--- src/rtl/addsub_pkg.sv ---
// Shared types and constants for the multi-cycle adder/subtractor.
package addsub_pkg;

   typedef enum logic [1:0] {
      IDLE = 2'd0,
      RUN  = 2'd1,
      DONE = 2'd2
   } state_t;

   localparam logic OP_ADD = 1'b0;
   localparam logic OP_SUB = 1'b1;

endpackage

--- src/rtl/addsub_chunk.sv ---
// CHUNK-bit ripple-carry adder slice. Besides the carry out it exposes the
// carry into its top bit, which the parent uses for signed overflow.
module addsub_chunk #(
   parameter int CHUNK = 8
) (
   input  logic [CHUNK-1:0] x,
   input  logic [CHUNK-1:0] y,
   input  logic             cin,
   output logic [CHUNK-1:0] sum,
   output logic             cout,
   output logic             c_msb
);

   logic c;

   // Bit-serial ripple across the slice, remembering the carry entering the top bit.
   always_comb begin
      sum   = '0;
      c     = cin;
      c_msb = cin;
      for (int i = 0; i < CHUNK; i++) begin
         c_msb  = c;
         sum[i] = x[i] ^ y[i] ^ c;
         c      = (x[i] & y[i]) | (c & (x[i] ^ y[i]));
      end
      cout = c;
   end

endmodule

--- src/rtl/multi_cycle_addsub.sv ---
// Multi-cycle add/subtract: one CHUNK-bit slice per clock, carry kept in a flop
// between slices. Valid/ready on both sides; result held until consumed.
// Optional build macro MULTI_CYCLE_ADDSUB_SAT_EN saturates res on signed overflow.
module multi_cycle_addsub
   import addsub_pkg::*;
#(
   parameter int WIDTH = 32,
   parameter int CHUNK = 8
) (
   input  logic             clk,
   input  logic             rst_n,
   input  logic             in_valid,
   output logic             in_ready,
   input  logic [WIDTH-1:0] a,
   input  logic [WIDTH-1:0] b,
   input  logic             opcode,
   output logic             out_valid,
   input  logic             out_ready,
   output logic [WIDTH-1:0] res,
   output logic             cout,
   output logic             overflow,
   output logic             zero,
   output logic             neg
);

   localparam int NCHUNK = WIDTH / CHUNK;
   localparam int CNT_W  = (NCHUNK > 1) ? $clog2(NCHUNK) : 1;
   localparam logic [CNT_W-1:0] LAST       = CNT_W'(NCHUNK - 1);
   localparam logic [WIDTH-1:0] CHUNK_MASK = WIDTH'({CHUNK{1'b1}});

   state_t           state, state_nxt;
   logic [WIDTH-1:0] op_a, op_b;
   logic             carry;
   logic [CNT_W-1:0] cnt;
   logic [31:0]      shamt;
   logic [CHUNK-1:0] x_sel, y_sel, sum_c;
   logic             cout_c, c_msb_c, ovf_c, last;
   logic [WIDTH-1:0] res_upd, res_fin;

`ifdef MULTI_CYCLE_ADDSUB_SAT_EN
   localparam logic signed [WIDTH-1:0] S_MAX = {1'b0, {(WIDTH-1){1'b1}}};
   localparam logic signed [WIDTH-1:0] S_MIN = {1'b1, {(WIDTH-1){1'b0}}};

   // On overflow the final carry gives the true sign: 0 means the result is positive.
   function automatic logic [WIDTH-1:0] saturate(input logic [WIDTH-1:0] r,
                                                 input logic ovf,
                                                 input logic c_fin);
      if (!ovf) return r;
      return c_fin ? S_MIN : S_MAX;
   endfunction
`endif

   assign in_ready  = (state == IDLE);
   assign out_valid = (state == DONE);

   // Select the operand slices addressed by the chunk counter.
   always_comb begin
      shamt = 32'(cnt) * 32'(CHUNK);
      x_sel = CHUNK'(op_a >> shamt);
      y_sel = CHUNK'(op_b >> shamt);
   end

   addsub_chunk #(.CHUNK(CHUNK)) u_chunk (
      .x     (x_sel),
      .y     (y_sel),
      .cin   (carry),
      .sum   (sum_c),
      .cout  (cout_c),
      .c_msb (c_msb_c)
   );

   // Merge the new slice into res and form the final-cycle flags.
   always_comb begin
      last    = (cnt == LAST);
      ovf_c   = c_msb_c ^ cout_c;
      res_upd = (res & ~(CHUNK_MASK << shamt)) | (WIDTH'(sum_c) << shamt);
      res_fin = res_upd;
`ifdef MULTI_CYCLE_ADDSUB_SAT_EN
      if (last) res_fin = saturate(res_upd, ovf_c, cout_c);
`endif
   end

   // State register.
   always_ff @(posedge clk) begin
      if (!rst_n) state <= IDLE;
      else        state <= state_nxt;
   end

   // Next-state decode: accept in IDLE, step through slices, wait for consumer.
   always_comb begin
      state_nxt = state;
      case (state)
         IDLE:    if (in_valid)  state_nxt = RUN;
         RUN:     if (last)      state_nxt = DONE;
         DONE:    if (out_ready) state_nxt = IDLE;
         default:                state_nxt = IDLE;
      endcase
   end

   // Operand latch; subtraction is folded in as inverted B with carry-in of 1.
   always_ff @(posedge clk) begin
      if (state == IDLE && in_valid) begin
         op_a <= a;
         op_b <= b ^ {WIDTH{opcode}};
      end
   end

   // Slice counter, carry flop, result and flags.
   always_ff @(posedge clk) begin
      if (!rst_n) begin
         cnt      <= '0;
         carry    <= 1'b0;
         res      <= '0;
         cout     <= 1'b0;
         overflow <= 1'b0;
         zero     <= 1'b0;
         neg      <= 1'b0;
      end else begin
         case (state)
            IDLE: begin
               if (in_valid) begin
                  carry <= (opcode == OP_SUB);
                  cnt   <= '0;
               end
            end
            RUN: begin
               res   <= res_fin;
               carry <= cout_c;
               if (last) begin
                  cnt      <= '0;
                  cout     <= cout_c;
                  overflow <= ovf_c;
                  zero     <= (res_fin == '0);
                  neg      <= res_fin[WIDTH-1];
               end else begin
                  cnt <= cnt + CNT_W'(1);
               end
            end
            default: ;
         endcase
      end
   end

endmodule

--- config.mk ---
export PLATFORM = sky130hd
export DESIGN_NAME = multi_cycle_addsub
export DESIGN_NICKNAME = d
export VERILOG_FILES = /design/src/rtl/addsub_pkg.sv /design/src/rtl/addsub_chunk.sv /design/src/rtl/multi_cycle_addsub.sv
export SDC_FILE = /design/constraint.sdc
export NUM_CORES = 1
export LEC_CHECK = 0
export CAP_MARGIN = 20
export CELL_PAD_IN_SITES_DETAIL_PLACEMENT = 1
export CELL_PAD_IN_SITES_GLOBAL_PLACEMENT = 1
export CORE_MARGIN = 8
export CORE_UTILIZATION = 40
export DETAILED_ROUTE_END_ITERATION = 12
export GPL_ROUTABILITY_DRIVEN = 0
export PLACE_DENSITY = 0.92
export SYNTH_ARGS = -nofsm -noshare
export SYNTH_HDL_FRONTEND = slang
export SYNTH_SLANG_ARGS = --single-unit
--- constraint.sdc ---
create_clock -name clk -period 5.8 [get_ports clk]
set_clock_uncertainty 0.1 [all_clocks]
set_input_delay 0.58 -clock clk [delete_from_list [all_inputs] [get_ports clk]]
set_output_delay 0.58 -clock clk [all_outputs]
set_load 0.01 [all_outputs]
=== Word-level counts from Yosys, hierarchy flattened ===
Cells that the tools add are included.

* Add/sub/neg operators: 1
* $mul: 0
* Div/mod/pow operators: 0
* Order comparisons: 0
* Eq/ne operators: 6
* Shifts and indexed selects: 4
* Mux-type cells: 9
* Bitwise operators: 45
* Reductions and logical operators: 7

{| class="wikitable"
|+ Operators with widths
! kind !! count
|-
| 32-bit by 5-bit right shift with 8-bit output || 2
|-
| 32-bit AND || 1
|-
| 32-bit zero test || 1
|-
| 32-bit NOT || 1
|-
| 32-bit bitwise OR || 1
|-
| 8-bit by 5-bit left shift with 32-bit output || 1
|-
| 8-bit by 5-bit left shift with 32-bit output, first input constant || 1
|-
| 32-bit bitwise XOR || 1
|-
| 1-bit bitwise XOR || 17
|-
| 1-bit AND || 16
|-
| 2-bit two-way mux || 5
|-
| 1-bit bitwise OR || 8
|-
| 2-bit case mux with 3 select lines || 1
|-
| 2-bit equality test, second input constant || 2
|-
| 2-bit inequality test, second input constant || 2
|-
| 2-bit case mux with 2 select lines || 1
|-
| 2-bit AND reduction || 2
|-
| 3-bit AND reduction || 1
|-
| 2-bit by 1-bit adder with 2-bit output, second input constant || 1
|-
| 2-bit by 1-bit equality test with 1-bit output, second input constant || 1
|-
| 2-bit zero test || 1
|-
| 2-bit by 1-bit inequality test with 1-bit output, second input constant || 1
|-
| 1-bit case mux with 2 select lines || 1
|-
| 2-bit nonzero test || 1
|-
| 2 further kinds || 2
|}

* Flip-flop bits (word level): 105
* Latch bits: 0
* RAM bits: 0
* ROM bits: 0
* Word-level logic and storage cells: 82
* Memories: 0

=== Depth between registers and ports, before layout ===
Gate-level depths: netlist of run 1.

* Depth in word-level cells: 20
* Gate-level depth with buffers: 18
* Gate-level depth less buffers: 16

=== By module ===
Synthesis of run 1 repeated with hierarchy kept, for this count alone.

* Cells, all modules: 337
* Area, all modules: 4,660.7 µm²

{| class="wikitable"
|+ By module, submodules not included
! module !! times used !! cells an instance !! area an instance (µm²) !! sequential area each (µm²)
|-
| multi_cycle_addsub || 1 || 319 || 4,463.0 || 2,742.6
|-
| addsub_chunk || 1 || 18 || 197.7 || 0.0
|}

=== Least setup slack after synthesis of run 1 ===
Ideal clock, no wire load.

* Kind: reg2reg
* Start point: reg cnt[0]
* End point: reg zero
* Arrival time: 4,829 ps
* Data required time: 5,631 ps
* Path slack: 802 ps
* Stages on the path, launching flop included: 19
* Path through: dfxtp_1 > buf_6 > buf_2 > mux4_2 > inv_1 > fa_1 > fa_1 > fa_1 > fa_1 > fa_1 > fa_1 > inv_1 > fa_1 > inv_1 > fa_1 > o22ai_1 > nor4_1 > nand4_1 > o21ai_1

* Longest elaborated chain between the ends: 20
* Elaborated cells on any way between the ends: 47

{| class="wikitable"
|+ Ends and longest elaborated chain
! element !! RTL line !! source
|-
| start, declared || multi_cycle_addsub.sv:34 || <nowiki>logic [CNT_W-1:0] cnt;</nowiki>
|-
| start signal, assigned || multi_cycle_addsub.sv:136 || <nowiki>cnt <= cnt + CNT_W'(1);</nowiki>
|-
| 32-bit by 5-bit right shift with 8-bit output, on equally long branches || multi_cycle_addsub.sv:59, multi_cycle_addsub.sv:60 ||
|-
| 1-bit bitwise XOR || addsub_chunk.sv:23, addsub_chunk.sv:24 ||
|-
| 1-bit AND || addsub_chunk.sv:24 || <nowiki>c = (x[i] & y[i]) | (c & (x[i] ^ y[i]));</nowiki>
|-
| 1-bit bitwise OR || addsub_chunk.sv:24 ||
|-
| 1-bit AND || addsub_chunk.sv:24 ||
|-
| 1-bit bitwise OR || addsub_chunk.sv:24 ||
|-
| 1-bit AND || addsub_chunk.sv:24 ||
|-
| 1-bit bitwise OR || addsub_chunk.sv:24 ||
|-
| [4 not listed] || - ||
|-
| 1-bit AND || addsub_chunk.sv:24 ||
|-
| 1-bit bitwise OR || addsub_chunk.sv:24 ||
|-
| 1-bit AND || addsub_chunk.sv:24 ||
|-
| 1-bit bitwise OR || addsub_chunk.sv:24 ||
|-
| 1-bit bitwise XOR || addsub_chunk.sv:23 || <nowiki>sum[i] = x[i] ^ y[i] ^ c;</nowiki>
|-
| 8-bit by 5-bit left shift with 32-bit output || multi_cycle_addsub.sv:76 || <nowiki>res_upd = (res & ~(CHUNK_MASK << shamt)) | (WIDTH'(sum_c) << shamt);</nowiki>
|-
| 32-bit bitwise OR || multi_cycle_addsub.sv:76 ||
|-
| 32-bit zero test || multi_cycle_addsub.sv:133 || <nowiki>zero <= (res_fin == '0);</nowiki>
|-
| end signal, assigned || multi_cycle_addsub.sv:133 ||
|-
| end, declared || multi_cycle_addsub.sv:22 || <nowiki>output logic zero,</nowiki>
|}

Parallel ways exist; a longest one is shown, timed or not.
A chain may end at the register's enable or synchronous reset.

=== Worst setup path after layout of run 1 ===
Ends and elaborated chain as after synthesis.

==> results of run 1 <==
[per-layer routing]
layer | GRT usage | up-vias | wire, µm
met5 | 0 | - | 0
li1 | - | 1500 | -
met1 | 0.187 | 1560 | 4780
met2 | 0.298 | 123 | 6370
met4 | 0.0654 | 0 | 284
met3 | 0.0471 | 21 | 812
[through the flow]
stage                      util  hold WS [ps]  instance area, µm²
after floorplan               -           381                4670
after global placement    0.512           366                5840
after detailed placement  0.512           371                5840
after CTS                 0.537           384                6130
after global routing      0.537           413                6130
final                     0.537           390                6130
[power groups by stage]
stage	Clock, mW	Combinational [mW]	Sequential, mW
global route	0.624	0.363	0.875
global placement	0	0.319	0.882
floorplan	0	0.185	0.881
finish	0.589	0.333	0.870
CTS	0.602	0.335	0.871
detailed placement	0	0.334	0.887
[sequential cells by signal, summed over array words and instances, names as in the netlist]
signal    count
zero          1
overflow      1
res          32
neg           1
op_a         32
carry         1
cnt           2
cout          1
op_b         32
state         2
[how the worst max path moves through the flow]
stage | slack (ps) | cells past startpoint | end
floorplan | 800 | 18 | zero$_SDFFE_PN0P_
global placement | 790 | 16 | zero$_SDFFE_PN0P_
detailed placement | 640 | 16 | zero$_SDFFE_PN0P_
finish | 680 | 16 | zero$_SDFFE_PN0P_
CTS | 620 | 16 | zero$_SDFFE_PN0P_
global route | 370 | 16 | zero$_SDFFE_PN0P_
[layout by cell type, fill, tap and decap left out, types with 2 or more instances in the layout]
cell and n:
buf_4 5, mux4_2 16, dfxtp_1 40, nor4_1 4
ha_1 4, o211a_1 3, o22ai_1 4, a21boi_0 4
inv_6 2, nor2_1 4, o21ai_0 32, nand3_1 7
a31oi_1 2, a21oi_1 3, fa_1 8, clkinv_4 2
clkdlybuf4s50_1 105, xor2_1 33, and2_1 30, clkbuf_16 9
nor3_1 5, nand2b_1 2, inv_8 2, nor2b_1 3
edfxtp_1 64, and3_1 2, nand2_1 45, inv_1 26
[final cells by class]
type,instances,area (µm²)
Multi-Input combinational cell,222,1730
Clock buffer,10,229
Inverter,27,101
Clock inverter,6,57.6
Tap cell,143,179
Sequential cell,105,2740
Timing Repair Buffer,111,1090
Fill cell,1190,5290
[critical path, stage by stage (launching register included)]
cell	delay, ps
dfxtp_2	560
mux4_2	290
inv_1	50
fa_1	400
fa_1	400
fa_1	390
fa_1	390
fa_1	410
fa_1	400
inv_1	90
fa_1	220
inv_1	70
fa_1	650
o22ai_1	110
nor4_1	290
nand4_1	130
o21ai_1	130
[cell families after synthesis]
kind of cell             Yosys count  share of synthesized area
AND/OR/NAND/NOR                  108                      0.119
flip-flops                       105                      0.587
AO/OA/AOI/OAI                     53                     0.0665
buffers and inverters             44                     0.0431
XOR/XNOR                          33                     0.0619
multiplexers                      16                     0.0772
adder cells (fa/ha/maj)           12                     0.0450
==> results.toml, run 1 <==
[status]
status = "completed"

[power]
total_power_mw = 1.79
p_clk_frac = 0.329
ir_worst_vdd_mv = 0.208
seqPwrFrac = 0.485
combPwrFrac = 0.186
swShare = 0.273
p_leak_nw = 2.24
power.switching_uw = 490
p_int_mw = 1.30
p_per_area_nw_per_um2 = 292

[yosys]
synth_seq_cells = 105
synth_edf_count = 64
ys_top_cells_by_area = "edfxtp_1 41%, dfxtp_1 18%, mux4_2 7.7%"
postSynth.asyncResetShare = 0
synthCells = 371
ys_types = 37
ys.flop_type = "edfxtp_1"
synth.avg_cell_area_um2 = 12.6
netlist_area_um2 = 4670
synth_commonest_cells = "64 x edfxtp_1, 45 x nand2_1, 41 x dfxtp_1, 33 x xor2_1, 32 x o21ai_0"
synth.most_common_cell = "edfxtp_1"
yosysTopAreaCell = "edfxtp_1"
yosysWarnings = 0
ys_seq_area_frac = 0.587
synth_top_area_share = 0.412
synth_fp_nets = 452

[clock_network]
cts.path.max_buffers = 2
cts.sinks = 105
ctsResizeCount = 0
htreeDepth = 3
clkTransAtPathRegs_ps = 70
postCtsHoldBufs = 0
cts_made_buffers = 9
ctsRootBufferMaster = "clkbuf_16"
postCtsSetupBuffers = 0
cts_tree = "done"
clock_latency_ps = 350

[global_routing]
grt_remaining_overflow = 0
antenna_found_initial = 0
grt_max_degree = 62
grt_usage = 0.168
grt_pass1_vias = 3726
grt_pass1_wl_mm = 19.7

[critical_path]
reg2reg_to = "zero$_SDFFE_PN0P_"
crit_fanout = 13
endpoint_kind = "flip-flop"
crit_path_start_kind = "flip-flop"
setup.worst_path.class = "flip-flop to flip-flop"
reg2regPathDepth = 16
reg2reg_from = "cnt[0]$_SDFFE_PN0P_"
crit_start = "cnt[0]$_SDFFE_PN0P_"
r2r_slack_ps = 680
crit_required_ps = 5980
worst_ep_arrival_time_ps = 5310

[cells_and_area]
final_cells = 624
fin_nets = 557
diodes = 0
area_growth_pct = 31.3
drive_above_1_share = 0.0894

[worst_hold_path]
holdPathStages = 2
min_path_type = "flip-flop to flip-flop"
hold_end = "zero$_SDFFE_PN0P_"
min-delay-start = "zero$_SDFFE_PN0P_"

[floorplan]
start_util = 0.409
io_pins = 107
num_rows = 39
fp.dieArea_um2 = 15400
die_h_um = 124
core_area_um2 = 11400
fp.dieW_um = 124

[sta]
layout_setup_ws_ps = 675
slew_headroom = 0.399
tns_ps = 0
min_period_ps = 5120
fmax_ghz = 0.195
rsz0062_at_grt = "false"
slew_viol_final = 0
hold_violations = 0
fin_crit_sh = 0.884
tightest_slew_ps = 901
finalSetupViolCount = 0

[detailed_routing]
wl_mm = 12.2
ant_nets = 0
dr.pass1.iters = 4
wire_per_inst_um = 19.6
drc_errors = 0
via_per_inst = 5.13
route.vias.total = 3204
drt-initial-drc-count = 129

[place]
dp_slack_ps = 636
dpl.hpwl_mm = 9.53
io_buffers = 106
dpl.cell_count = 608

[run]
drv_cap = 0
Power figures use the tool's default switching activity.
==> run 2, diff against run 1 <==
ABC_CLOCK_PERIOD_IN_PS = 5800   (was default)
PLACE_DENSITY = 0.91   (was 0.92)
SLEW_MARGIN = 20   (was default)
SYNTH_HIERARCHICAL = 1   (was default)
==> run 2 against run 1 <==
Design area is 0.49% lower. Non-clock buffer count is 2 lower. Routed wire length is 0.76% higher. Clock power is 1% higher. Combinational power is 5% higher. Via count is 2.5% lower. Clock-buffer cell count is 1 higher. Sequential power is 0.5% higher. Synthesized cell count is 9.2% lower. Critical endpoint unchanged. Largest cell class unchanged.
==> results.toml, run 2 <==
[floorplan]
fp.dieW_um = 124
io_pins = 107
core_area_um2 = 11400
die_h_um = 124
num_rows = 39
fp.dieArea_um2 = 15400
start_util = 0.408

[detailed_routing]
wl_mm = 12.3
drt-initial-drc-count = 181
via_per_inst = 5.32
drc_errors = 0
wire_per_inst_um = 21.0
route.vias.total = 3124
dr.pass1.iters = 4
ant_nets = 0

[cells_and_area]
layout_common_cells = "104 x clkdlybuf4s50_1, 64 x edfxtp_1, 40 x dfxtp_1, 33 x xor2_1, 33 x nor2b_1"
fin_nets = 520
area_growth_pct = 30.9
diodes = 0
final_area_um2 = 6100
drive_above_1_share = 0.0923
final_common_cell = "clkdlybuf4s50_1"
nFillCells = 1171
reg.largest.list = "op_a: 32 flops, op_b: 32 flops, res: 32 flops"

[sta]
rsz0062_at_grt = "false"
hold_violations = 0
slew_headroom = 0.361
min_period_ps = 5320
tns_ps = 0
slew_viol_final = 0
tightest_slew_ps = 952
fmax_ghz = 0.188
finalSetupViolCount = 0
fin_crit_sh = 0.918

[clock_network]
cts_tree = "done"
htreeDepth = 3
cts.sinks = 105
clock_latency_ps = 340
cts_made_buffers = 9
postCtsSetupBuffers = 0
postCtsHoldBufs = 0
clkTransAtPathRegs_ps = 70
cts.path.max_buffers = 2
ctsResizeCount = 0
ctsRootBufferMaster = "clkbuf_16"

[yosys]
synth_edf_count = 64
postSynth.asyncResetShare = 0
ys_top_cells_by_area = "edfxtp_1 41%, dfxtp_1 18%, mux4_2 7.7%"
synth.avg_cell_area_um2 = 13.8
yosysTopAreaCell = "edfxtp_1"
netlist_area_um2 = 4660
ys_types = 43
synth_top_area_share = 0.412
yosysWarnings = 6
ys_seq_area_frac = 0.588
synth_commonest_cells = "64 x edfxtp_1, 41 x dfxtp_1, 33 x nor2b_1, 33 x xor2_1, 31 x a22oi_1"
synth.most_common_cell = "edfxtp_1"
synthCells = 337
synth_fp_nets = 418
synth_seq_cells = 105
ys.flop_type = "edfxtp_1"

[worst_hold_path]
hold_end = "cout$_SDFFE_PN0P_"
holdPathStages = 2
min_path_type = "flip-flop to flip-flop"
min-delay-start = "cout$_SDFFE_PN0P_"

[critical_path]
crit_start = "cnt[0]$_SDFFE_PN0P_"
reg2reg_from = "cnt[0]$_SDFFE_PN0P_"
endpoint_kind = "flip-flop"
r2r_slack_ps = 480
worst_ep_arrival_time_ps = 5510
crit_path_start_kind = "flip-flop"
reg2reg_to = "zero$_SDFFE_PN0P_"
reg2regPathDepth = 17
crit_fanout = 18
crit_required_ps = 5990
setup.worst_path.class = "flip-flop to flip-flop"

[power]
ir_worst_vdd_mv = 0.142
p_leak_nw = 2.11
p_per_area_nw_per_um2 = 298

[global_routing]
antenna_found_initial = 0
grt_pass1_wl_mm = 18.9
grt_pass1_vias = 3443
grt_remaining_overflow = 0
grt_usage = 0.164
grt_max_degree = 65

[place]
place_area_um2 = 5820
dpl.hpwl_mm = 9.37
io_buffers = 106

[run]
drv_cap = 0

[status]
status = "completed"
==> run 2: changes by cell type after synthesis, sizes merged, moves of 3 or more <==
| cell | change |
|---|---|
| inv | -12 |
| clkbuf | +4 |
| o21ai | -27 |
| nor2b | +29 |
| nor2 | +6 |
| nand2 | -35 |
| buf | -3 |
| and2 | -27 |
| a22oi | +30 |
| o22ai | -4 |
==> run 2: cell type report <==
cell class                      instances  area, µm²  share of cell area
Clock inverter                          5       55.1             0.00903
Tap cell                              143        179              0.0293
Clock buffer                           11        233              0.0382
Timing Repair Buffer                  109       1070               0.176
Multi-Input combinational cell        199       1760               0.288
Sequential cell                       105       2740               0.450
Inverter                               15       56.3             0.00923
==> run 2: where the power goes <==
part	leakage, nW	internal, mW	switching [mW]
Sequential	0.946	0.847	0.0264
Combinational	1.03	0.156	0.194
Clock	0.139	0.335	0.262
Total	2.11	1.34	0.482
==> run 2: stage by stage <==
stage | setup slack (ps) | hold WS (ps) | cells | util | power, mW
finish | 478 | 373 | 587 | 0.534 | 1.82
global route | 226 | 422 | 587 | 0.534 | 1.89
CTS | 476 | 382 | 587 | 0.535 | 1.83
detailed placement | 500 | 373 | 571 | 0.509 | 1.24
floorplan | 459 | 388 | 337 | - | 1.08
global placement | 686 | 369 | 571 | 0.509 | 1.22
==> run 2: logic make-up (layout without fill, tap and decap cells) <==
family / count (synthesis) / after routing / share of synthesized area
AOI/OAI and AO/OA: 54 / 54 / 0.0843
DFF: 105 / 105 / 0.588
adders and majority gates: 12 / 12 / 0.0451
and+or+nand+nor: 83 / 83 / 0.107
muxes: 16 / 16 / 0.0773
buffers and inverters: 33 / 140 / 0.0341
xor gates and xnor gates: 34 / 34 / 0.0639
==> run 2: routing by layer <==
| metal | track usage | wire length (µm) | share of wire | up-vias |
|---|---|---|---|---|
| met3 | 0.0499 | 918 | 0.074 | 14 |
| met4 | 0.0550 | 178 | 0.014 | 0 |
| met5 | 0 | 0 | 0 | - |
| met1 | 0.179 | 4800 | 0.39 | 1552 |
| met2 | 0.297 | 6440 | 0.52 | 118 |
| li1 | - | - | - | 1440 |
==> run 2: worst max-delay path by stage <==
stage                                   end  slack, ps  depth (start not counted)
after floorplan           zero$_SDFFE_PN0P_        460                         20
after global placement    zero$_SDFFE_PN0P_        690                         17
after detailed placement  zero$_SDFFE_PN0P_        500                         17
after CTS                 zero$_SDFFE_PN0P_        480                         17
after global routing      zero$_SDFFE_PN0P_        230                         17
final                     zero$_SDFFE_PN0P_        480                         17
==> run 2: worst max-delay path, stage by stage, from the launching register on <==
cell	delay, ps
dfxtp_2	610
mux4_2	600
fa_1	420
inv_1	80
fa_1	150
inv_1	50
fa_1	380
fa_1	400
fa_1	410
fa_1	370
inv_1	70
fa_1	170
inv_1	130
nor4_1	300
o32ai_1	110
or4_4	540
nor4_2	220
a32o_1	160
==> run 3, diff against run 2 <==
TNS_END_PERCENT = 50   (was default)
==> results of run 3 <==
Final layout, timing and power as in run 2 (identical DEF).
==> RTL edit 1: new RTL, config.mk and constraints of run 1 <==
Build with the macro `MULTI_CYCLE_ADDSUB_SAT_EN` defined.
--- a/src/rtl/multi_cycle_addsub.sv
+++ b/src/rtl/multi_cycle_addsub.sv
@@ -1,6 +1,8 @@
 // Multi-cycle add/subtract: one CHUNK-bit slice per clock, carry kept in a flop
 // between slices. Valid/ready on both sides; result held until consumed.
 // Optional build macro MULTI_CYCLE_ADDSUB_SAT_EN saturates res on signed overflow.
+`define MULTI_CYCLE_ADDSUB_SAT_EN
+
 module multi_cycle_addsub
    import addsub_pkg::*;
 #(
Formal check against the unedited RTL: not equivalent (Yosys sat finds a counterexample within 10 cycles, from zero or initial values and one cycle with rst_n low).
==> RTL edit 1 against run 1 <==
Cell area rose by 9.5%. Global-route usage grew 1.3 points. Count of clock-buffer cells in the layout up 1. Combinational power rose by 30%. Clock power about the same. Sequential power about the same. Power up 5.6%. Worst setup slack lost 0.32 ns. Routed wire length increased by 21%. Critical path type unchanged. Synthesized area up 12%. Largest power group unchanged. Sequential cell count unchanged.
==> RTL edit 1: results (changes against run 1) <==
status complete, no violations; Post-synth EDFFs 64 (unchanged); FILL cells 1,395 (+17%); clock tree buffer depth 2 (unchanged); startpoint of the worst hold path neg; Static Leakage 2.33 nW (+3.7%); hold_ws 0.387 ns (-0.00310 ns); Net Count, Synth 533 (+18%); adder-cell share of the synthesized area 4.40% (-0.10 points); metal1 wirelength 6020 µm (+26%); Worst R2R Start cnt[0]; Synth async-reset ratio 0% (unchanged); metal3 WL 1040 µm (+28%); FF-to-FF path depth 15 (-1); Synth top cells by count 64 x edfxtp_1, 41 x dfxtp_1, 37 x nand2_1; Hold Path Sink neg; Post-Synth XOR/XNOR Area 5.52% (-0.66 points); Peak VDD IR 0.000149 V (-28%); Synth Area in Compound Gates 14.1% (+7.4 points); largest net degree at the start of global routing 66 (+6.5%); Worst path max stage delay 0.50 ns (-0.15 ns); post-DP HPWL 11,300 µm (+19%); fin nets 627 (+13%); Critical Path AT 5.62 ns (+0.31 ns); Slew @ Worst Pin 0.873 ns (-0.0280 ns); Critical Path Fanout Max 8 (-5); 1st-iter DRT viols 222 (+72%); top sig layer met4; fraction of layout cells with a size suffix above 1 8.53% (-0.41 points); number of global-route vias before repair 4,338 (+16%); GRT Total Usage 18.1% (+1.3 points); via count 3,930 (+23%); r2r setup slk 0.36 ns (-0.32 ns); # diodes 0 (unchanged); synth unique cells 55 (+49%); metal2 WL 7390 µm (+16%); synth top area cells edfxtp_1 37%, dfxtp_1 16%, mux4_2 6.9%; Syn. warnings 0 (unchanged); Post-CTS Setup Bufs 0 (unchanged); Avg WL per Cell 20.5 µm (+4.6%); mux contribution to synthesized area 6.89% (-0.83 points); first-pass GRT wire length 23,300 µm (+18%); Sw Ratio 28.5% (+1.2 points); sequential area share after synthesis 52.4% (-6.3 points)
==> RTL edit 1: changes by cell type after synthesis, moves of 9 or more <==
cell | before | now
and2_1 | 30 | 3
nor2_1 | 4 | 19
o21ai_0 | 32 | 14
o211ai_1 | 1 | 10
nor2b_1 | 3 | 18
o2bb2ai_1 | 0 | 9
a21boi_0 | 4 | 22
==> RTL edit 1: worst reg2reg max path, cell delays in order, from the launching register on <==
cell      delay [ns]
dfxtp_4         0.40
mux4_2          0.35
inv_1           0.05
fa_1            0.43
fa_1            0.47
fa_1            0.46
fa_1            0.46
fa_1            0.45
inv_1           0.11
fa_1            0.22
fa_1            0.26
fa_1            0.50
a2111o_1        0.41
nor4_2          0.27
a41oi_1         0.15
o31ai_1         0.26
==> RTL edit 1: layer usage <==
| metal | track usage (%) | vias to the layer above |
|---|---|---|
| met5 | 0 | - |
| met4 | 7.63 | 0 |
| met3 | 5.96 | 31 |
| met2 | 31.4 | 148 |
| met1 | 20.0 | 1935 |
| li1 | - | 1816 |
==> RTL edit 1: area by class of cell <==
class                      count  area (µm²)  area share [%]
timing repair buffer         116        1130            16.8
clock inverter                 5        38.8           0.578
inverter                      27         101            1.51
sequential                   105        2750            40.9
tap                          172         215            3.21
multi-input combinational    287        2240            33.3
clock buffer                  11         243            3.62
==> RTL edit 1: cell families (layout without fill, tap and decap cells) <==
kind of cell / Yosys count / in the layout
flip-flops: 105 / 105
AND/OR/NAND/NOR: 122 / 122
multiplexers: 16 / 16
XOR/XNOR: 33 / 33
buffers and inverters: 60 / 159
adder cells (fa/ha/maj): 14 / 14
AO/OA/AOI/OAI: 102 / 102
==> RTL edit 1: power groups by stage <==
stage | logic, W | registers, W | clock network (W)
CTS | 0.000427 | 0.000874 | 0.000596
detailed placement | 0.000424 | 0.000890 | 0
global route | 0.000466 | 0.000877 | 0.000619
finish | 0.000432 | 0.000873 | 0.000587
global placement | 0.000407 | 0.000885 | 0
floorplan | 0.000256 | 0.000883 | 0
==> RTL edit 1: per-stage QoR <==
stage                     total power, W  setup WS, ns  cell area [µm²]  util [%]  std cells
after floorplan                  0.00114         0.361             5230         -        452
after global placement           0.00129         0.552             6420      50.5        707
after detailed placement         0.00131         0.298             6420      50.5        707
after CTS                        0.00190         0.248             6700      52.7        723
after global routing             0.00196        0.0491             6710      52.8        723
final                            0.00189         0.360             6710      52.8        723
==> RTL edit 1: worst max path at each step <==
stage          cells past startpoint  endpoint  startpoint
5_1_grt                           16   res[19]      cnt[0]
3_3_place_gp                      15      zero      cnt[0]
2_1_floorplan                     18      zero      cnt[0]
4_1_cts                           16   res[19]      cnt[0]
3_5_place_dp                      16   res[19]      cnt[0]
6_report                          15      zero      cnt[0]
==> RTL edit 2: new RTL, settings of run 1 <==
Made on the original files. Re-encode `state_t` (3 states) as one-hot, 3 bits wide.
--- a/src/rtl/addsub_pkg.sv
+++ b/src/rtl/addsub_pkg.sv
@@ -1,10 +1,10 @@
 // Shared types and constants for the multi-cycle adder/subtractor.
 package addsub_pkg;
 
-   typedef enum logic [1:0] {
-      IDLE = 2'd0,
-      RUN  = 2'd1,
-      DONE = 2'd2
+   typedef enum logic [2:0] {
+      IDLE = 3'b001,
+      RUN  = 3'b010,
+      DONE = 3'b100
    } state_t;
 
    localparam logic OP_ADD = 1'b0;
Check against the original RTL: same outputs for any inputs over 10 cycles, from zero or initial values and one cycle with rst_n low; not proved beyond that.
==> RTL edit 2 against run 1 <==
Cell area up 0.49%. Routed wire length is 9.3% higher. Synthesized area up 0.64%. Worst setup slack worse by 0.34 ns. Power fell by 3.6%. Count of clock-buffer cells in the layout decreased by 1. Die area is 0.56% higher. Sequential cell count grew 1. Largest power group unchanged.
==> RTL edit 2: results (changes against run 1) <==
status complete, no violations; Static Leakage 2.17 nW (-3.0%); Avg WL per Cell 21.2 µm (+7.9%); Syn Area/Cell 12.2 µm² (-2.8%); synth unique cells 36 (-2.7%); hold_ws 0.416 ns (+0.0260 ns); met3 global-route usage 5.45% (+0.73 points); Slew HR 29.6% (-10 points); Worst R2R Start cnt[1]; Synth top cells by count 70 x nor2_1, 64 x edfxtp_1, 42 x dfxtp_1; Peak VDD IR 0.000263 V (+26%); number of global-route vias before repair 3,841 (+3.1%); FF-to-FF End zero; post-CTS resize count 0 (unchanged); Net Count, Synth 465 (+2.9%); Syn. warnings 0 (unchanged); met1 usage 18.4% (-0.30 points); sequential area share after synthesis 58.8% (about the same); dpl cells 615 (+1.2%); via count 3,434 (+7.2%); Hold Path Sink neg; post-place setup slack 0.512 ns (-0.123 ns); largest net degree at the start of global routing 68 (+9.7%); Fmax 0.183 GHz (-6.1%); Hold Crit Depth 2 (unchanged); DRT Wirelength 13,400 µm (+9.3%); Clock Latency Late Sink 0.35 ns (about the same); first-pass GRT wire length 21,000 µm (+6.4%); antenna violations before repair 0 (unchanged); 1st-iter DRT viols 202 (+57%); FILL cells 1,195 (+0.42%); internal power 0.00130 W (-0.53%); startpoint of the worst hold path neg; synth top area cells edfxtp_1 41%, dfxtp_1 18%, mux4_2 7.7%; post-DP HPWL 9340 µm (-2.0%); fin nets 565 (+1.4%); GRT Total Usage 17.1% (+0.33 points); kind of critical path reg -> reg; met2 Usage GRT 30.1% (+0.31 points); clk slew on worst S/H paths 0.08 ns; Synth async-reset ratio 0% (unchanged); r2r setup slk 0.34 ns (-0.34 ns); root buffer cell clkbuf_16; Post-DP Area 5830 µm² (-0.24%); Critical Path Fanout Max 9 (-4); Critical Path AT 5.62 ns (+0.31 ns); fraction of layout cells with a size suffix above 1 8.59% (-0.35 points)
-- RTL edit 2: area by class of cell --
type	instances	area (µm²)	share of cell area [%]
Clock inverter	7	77.6	1.26
Timing Repair Buffer	111	1110	18.1
Inverter	19	73.8	1.20
Sequential cell	106	2760	44.9
Clock buffer	9	225	3.66
Tap cell	143	179	2.90
Multi-Input combinational cell	237	1730	28.0
-- RTL edit 2: critical path, cell delays in order, from the launching register on --
cell	delay, ns
dfxtp_1	0.46
mux4_2	0.28
inv_1	0.06
fa_1	0.42
fa_1	0.47
fa_1	0.48
fa_1	0.43
inv_1	0.10
fa_1	0.24
fa_1	0.23
fa_1	0.22
inv_1	0.07
fa_1	0.70
a21oi_1	0.12
o31a_1	0.24
or4_1	0.48
o31ai_1	0.26
-- RTL edit 2: per-layer routing --
layer | up-vias | wire (µm)
met5 | - | 0
met4 | 0 | 421
li1 | 1562 | -
met2 | 137 | 6940
met3 | 31 | 849
met1 | 1704 | 5180
-- RTL edit 2: power groups by stage --
stage	clock [W]	sequential [W]	combinational, W
finish	0.000622	0.000866	0.000241
global route	0.000657	0.000869	0.000258
CTS	0.000630	0.000865	0.000240
detailed placement	0	0.000881	0.000234
global placement	0	0.000876	0.000225
floorplan	0	0.000874	0.000143
-- RTL edit 2: cells by family after synthesis --
kind of cell,Yosys count,synth area share (%)
mux,16,7.67
flops,106,58.8
buf+inv,41,4.50
xor+xnor,33,6.15
compound gates,60,7.51
fa+ha+maj,12,4.47
simple gates,116,10.9
-- RTL edit 2: worst max-delay path by stage --
stage | end | depth (start not counted)
after floorplan | zero | 19
after global placement | zero | 16
after detailed placement | zero | 16
after CTS | zero | 16
after global routing | zero | 16
final | zero | 16
